===== src/rtl/ps2_frame_receiver.sv =====
// PS/2 keyboard line deserialiser: synchronises ps2_clk/ps2_dat, assembles 11-bit frames,
// checks start/odd-parity/stop and strobes each good frame, with an inactivity timeout.
module ps2_frame_receiver #(
  parameter int TIMEOUT_CYCLES = 50000,
  parameter int SYNC_STAGES    = 2
) (
  input  logic        clock,
  input  logic        reset,
  input  logic        ps2_clk,
  input  logic        ps2_dat,
  output logic [10:0] data,
  output logic        data_valid,
  output logic        parity_err,
  output logic        frame_err
);

  localparam int TW = $clog2(TIMEOUT_CYCLES + 1);
  localparam logic [TW-1:0] TMO_LAST = TW'(TIMEOUT_CYCLES - 1);

  typedef enum logic [1:0] {
    IDLE  = 2'd0,
    RECV  = 2'd1,
    CHECK = 2'd2
  } state_t;

  // Odd parity over scan code plus parity bit.
  function automatic logic parity_ok(input logic [10:0] frame);
    return ^frame[9:1];
  endfunction

  logic [SYNC_STAGES-1:0] clk_sync_r;
  logic [SYNC_STAGES-1:0] dat_sync_r;
  logic                   clk_prev_r;
  logic                   clk_s;
  logic                   dat_s;
  logic                   fall_s;
  logic                   tmo_hit_s;
  logic [10:0]            frame_s;

  state_t        state_r, state_n;
  logic [10:0]   shift_r, shift_n;
  logic [3:0]    cnt_r, cnt_n;
  logic [TW-1:0] tmo_r, tmo_n;
  logic [10:0]   data_r, data_n;
  logic          dv_r, dv_n;
  logic          pe_r, pe_n;
  logic          fe_r, fe_n;

  assign clk_s     = clk_sync_r[SYNC_STAGES-1];
  assign dat_s     = dat_sync_r[SYNC_STAGES-1];
  assign fall_s    = clk_prev_r & ~clk_s;
  assign tmo_hit_s = (state_r == RECV) && (tmo_r == TMO_LAST);
  assign frame_s   = {dat_s, shift_r[10:1]};

  // Input synchronisers and previous-clock flop for fall detection.
  always_ff @(posedge clock or posedge reset) begin
    if (reset) begin
      clk_sync_r <= {SYNC_STAGES{1'b1}};
      dat_sync_r <= {SYNC_STAGES{1'b1}};
      clk_prev_r <= 1'b1;
    end else begin
      clk_sync_r <= {clk_sync_r[SYNC_STAGES-2:0], ps2_clk};
      dat_sync_r <= {dat_sync_r[SYNC_STAGES-2:0], ps2_dat};
      clk_prev_r <= clk_s;
    end
  end

  // Frame state, counters and registered outputs.
  always_ff @(posedge clock or posedge reset) begin
    if (reset) begin
      state_r <= IDLE;
      shift_r <= 11'h000;
      cnt_r   <= 4'd0;
      tmo_r   <= '0;
      data_r  <= 11'h000;
      dv_r    <= 1'b0;
      pe_r    <= 1'b0;
      fe_r    <= 1'b0;
    end else begin
      state_r <= state_n;
      shift_r <= shift_n;
      cnt_r   <= cnt_n;
      tmo_r   <= tmo_n;
      data_r  <= data_n;
      dv_r    <= dv_n;
      pe_r    <= pe_n;
      fe_r    <= fe_n;
    end
  end

  // Next-state logic; the verdict is registered from the completing bit so it is visible during CHECK.
  always_comb begin
    state_n = state_r;
    shift_n = shift_r;
    cnt_n   = cnt_r;
    tmo_n   = tmo_r;
    data_n  = data_r;
    dv_n    = 1'b0;
    pe_n    = 1'b0;
    fe_n    = 1'b0;
    case (state_r)
      IDLE: begin
        tmo_n = '0;
        if (fall_s && !dat_s) begin
          shift_n = frame_s;
          cnt_n   = 4'd1;
          state_n = RECV;
        end else begin
          cnt_n   = 4'd0;
        end
      end
      RECV: begin
        if (tmo_hit_s) begin
          // Timeout wins over a simultaneous fall; that bit is dropped.
          fe_n    = 1'b1;
          state_n = IDLE;
          cnt_n   = 4'd0;
          tmo_n   = '0;
        end else if (fall_s) begin
          shift_n = frame_s;
          cnt_n   = cnt_r + 4'd1;
          tmo_n   = '0;
          if (cnt_r == 4'd10) begin
            state_n = CHECK;
            if (!frame_s[10]) begin
              fe_n = 1'b1;
            end else if (!parity_ok(frame_s)) begin
              pe_n = 1'b1;
            end else begin
              data_n = frame_s;
              dv_n   = 1'b1;
            end
          end else begin
            state_n = RECV;
          end
        end else begin
          tmo_n = tmo_r + TW'(1);
        end
      end
      CHECK: begin
        state_n = IDLE;
        cnt_n   = 4'd0;
        tmo_n   = '0;
      end
      default: begin
        state_n = IDLE;
        cnt_n   = 4'd0;
        tmo_n   = '0;
      end
    endcase
  end

  assign data       = data_r;
  assign data_valid = dv_r;
  assign parity_err = pe_r;
  assign frame_err  = fe_r;

endmodule


===== config.mk =====
export PLATFORM = sky130hd
export DESIGN_NAME = ps2_frame_receiver
export DESIGN_NICKNAME = d
export VERILOG_FILES = /design/src/rtl/ps2_frame_receiver.sv
export SDC_FILE = /design/constraint.sdc
export NUM_CORES = 1
export LEC_CHECK = 0
export ABC_AREA = 1
export ABC_CLOCK_PERIOD_IN_PS = 4500
export BUFFER_PORTS_ARGS = -buffer_cell sky130_fd_sc_hd__buf_2
export CAP_MARGIN = 0
export CORE_MARGIN = 5
export CORE_UTILIZATION = 35
export CTS_BUF_LIST = sky130_fd_sc_hd__clkbuf_4
export CTS_CLUSTER_DIAMETER = 60
export DETAILED_ROUTE_END_ITERATION = 12
export HOLD_SLACK_MARGIN = 0.06
export SYNTH_ARGS = -nofsm -noshare
export SYNTH_HDL_FRONTEND = slang
export SYNTH_SLANG_ARGS = --single-unit

===== constraint.sdc =====
create_clock -name clock -period 4.5 [get_ports clock]
set_input_delay 0 -clock clock [delete_from_list [all_inputs] [get_ports clock]]
set_output_delay 0 -clock clock [all_outputs]
set_load 0.03 [all_outputs]

==> impl_metrics.ini <==
[status]
status = finished clean

[clocking]
clk_latency_ns = 0.39
ctsRootBufferMaster = clkbuf_4
htree_levels = 2
cts_tree = yes
clock_path_buffers = 2
cts.reportedPaths.clkPinSlew_ns = 0.17
cts_buffers = 5
cts_sinks = 51
post_cts_buffers = 0

[floorplanning]
ios = 18
core_um2 = 7290
rows = 31
start_util = 0.360
die_h_um = 96.6
die_area_um2 = 9330
die_x_um = 96.6

[pwr]
pwr-share-comb = 0.356
power_frac_seq = 0.448
clkPwrFrac = 0.196
p_int_uw = 829
vdd_ir_drop_max_uv = 167
power_density_nw_per_um2 = 498
p_leak_uw = 0.00146
switching_power_uw = 601
p_sw_frac = 0.420
total_power_uw = 1430

[cells_and_area]
nets = 330
multi_input_area_um2 = 1110
final_util = 0.394
layoutNonFillerInstCount = 424
syn_to_final_growth_pct = 9.39
final_common_cell = nand2_1
fillerInstances = 772
fin_area_um2 = 2870
drive_above_1_share = 0.259
final_cell_mix = nand2_1, dfrtp_1, inv_1
regArea_um2 = 1280

[setup_path]
worstPathMaxFanout = 12
r2r_end = data[8]
crit_type = register to register
worstReg2RegStart = cnt_r[0]
endpoint_kind = register
critPathRequiredTime_ns = 4.81
arrival_ns = 2.11
start_kind = register
reg2reg_slack_ns = 2.70
reg2reg_depth = 9

[routing]
routed_via_density = 4.54
drt-total-wl_um = 4580
route.detailed.wl_per_inst_um = 10.8
vias = 1924
antenna_left = 0
first_iter_violations = 152
drc = 0
drtPass1Iterations = 5

[global_route]
grt_pass1_wl_um = 8020
grt_max_degree = 52
grt_overflow = 0
grt_pass1_vias = 1737
grtUsageTotal = 0.103
antenna_found_initial = 1

[placed_design]
placed_area_um2 = 2750
routabilityCongestion = 0.807
dp.cells = 412
place_hpwl_um = 3250
io_buffers = 17

[synth]
synth_cell_types = 34
netlist_area_um2 = 2630
synth_flop_cell = dfrtp_1
avgSynthCellArea_um2 = 8.66
yosys_warnings = 0
netlist.area_leader.share = 0.439
yosysSeqAreaShare = 0.489
postSynthNetCount = 310
yosys.area.top_type = dfrtp_1
synth_seq_cells = 51
postSynthCellCount = 303
synth-edff-count = 0
yosys-top-cells-area = dfrtp_1, nand2_1, dfstp_2
async_flop_share = 1.00

[timing]
clock_skew_ns = 0.0273
fmax_ghz = 0.557
setup_tns_ns = 0
maxSlewHeadroom = 0.311
finalSetupViolCount = 0
hold_viol_final = 0
worst_pin_slew_ns = 1.03
final_max_slew_viol_count = 0
fin_crit_sh = 0.399
rsz0062_at_grt = false
min_period_ns = 1.80

[run]
drv_cap = 0

[hold_path]
min_path_type = input pin to register
holdPathStages = 2
hold_start = ps2_dat
min_to = dat_sync_r[0]
## area by class of cell
| class | instances | area share |
|---|---|---|
| sequential | 51 | 0.447 |
| timing repair buffer | 20 | 0.0401 |
| antenna | 1 | 0.000871 |
| tap | 99 | 0.0431 |
| clock buffer | 5 | 0.0131 |
| inverter | 41 | 0.0536 |
| multi-input combinational | 204 | 0.386 |
| clock inverter | 3 | 0.0166 |
## power by group through the flow
stage	Clock (uW)	Sequential, uW	Combinational, uW
2_1_floorplan	0	642	452
5_1_grt	304	655	582
3_3_place_gp	0	647	499
4_1_cts	291	640	512
6_report	280	641	509
3_5_place_dp	0	648	509
## critical path, cell delays in order (launching register included)
cell	delay (ns)
dfrtp_1	0.45
inv_1	0.07
ha_1	0.13
nand2_1	0.06
nor2_1	0.19
nand3_2	0.14
nor2_4	0.29
nand3_4	0.24
nand2_1	0.11
nand2_1	0.05
## state kept, by name (all words and copies together) (netlist names), 2 cells and up
signal / count
cnt_r: 4
clk_sync_r: 2
state_r: 2
dat_sync_r: 2
shift_r: 10
tmo_r: 16
data: 11
## repair_timing
| action | CTS | global route |
|---|---|---|
| endpoints found under the hold margin | 48 | 0 |
| endpoints found under the setup margin | 0 | 0 |
| gates resized for setup | 0 | 0 |
| hold buffers | 3 | 0 |
## per-layer routing
metal	global-route usage	up-vias	wire, um
met4	0.0486	0	93
li1	-	998	-
met3	0.0266	7	241
met5	0	-	0
met2	0.148	42	1880
met1	0.144	877	2370
## cells by family (layout without fill, tap and decap cells)
group | Yosys count | in the layout | synth area share
compound gates | 28 | 28 | 0.0701
other cells | 0 | 1 | 0
simple gates | 170 | 170 | 0.328
xor+xnor | 3 | 3 | 0.0100
fa+ha+maj | 3 | 3 | 0.0143
flops | 51 | 51 | 0.489
buf+inv | 48 | 69 | 0.0891
## Yosys cell counts (3+ instances only)
cell / n
buf_6: 4
nand2_4: 3
nand2_1: 88
dfrtp_1: 46
nand2_2: 10
dfstp_2: 5
nand3_2: 4
xor2_1: 3
o21ai_2: 10
ha_1: 3
o21ai_0: 3
nor2_4: 5
a21oi_1: 8
inv_2: 10
inv_1: 29
nor2_1: 13
nor2_2: 5
nand3_1: 25
o21ai_1: 3
nor3_1: 7
## through the flow
step	setup WS, ns	hold slack, ns
final	2.70	0.255
after global routing	2.49	0.222
after CTS	2.70	0.219
after detailed placement	2.70	0.111
after global placement	2.73	0.108
after floorplan	2.99	0.00448
## worst max-delay path by stage
stage                  start  endpoint  slack [ns]  cells past startpoint
finish              cnt_r[0]   data[8]        2.70                      9
global placement    cnt_r[0]   data[7]        2.73                      9
global route        cnt_r[0]   data[3]        2.49                      9
floorplan           cnt_r[0]   data[0]        2.99                     10
detailed placement  cnt_r[0]   data[8]        2.70                      9
CTS                 cnt_r[0]   data[7]        2.70                      9
Note: power is estimated with default switching activity, not from simulation.
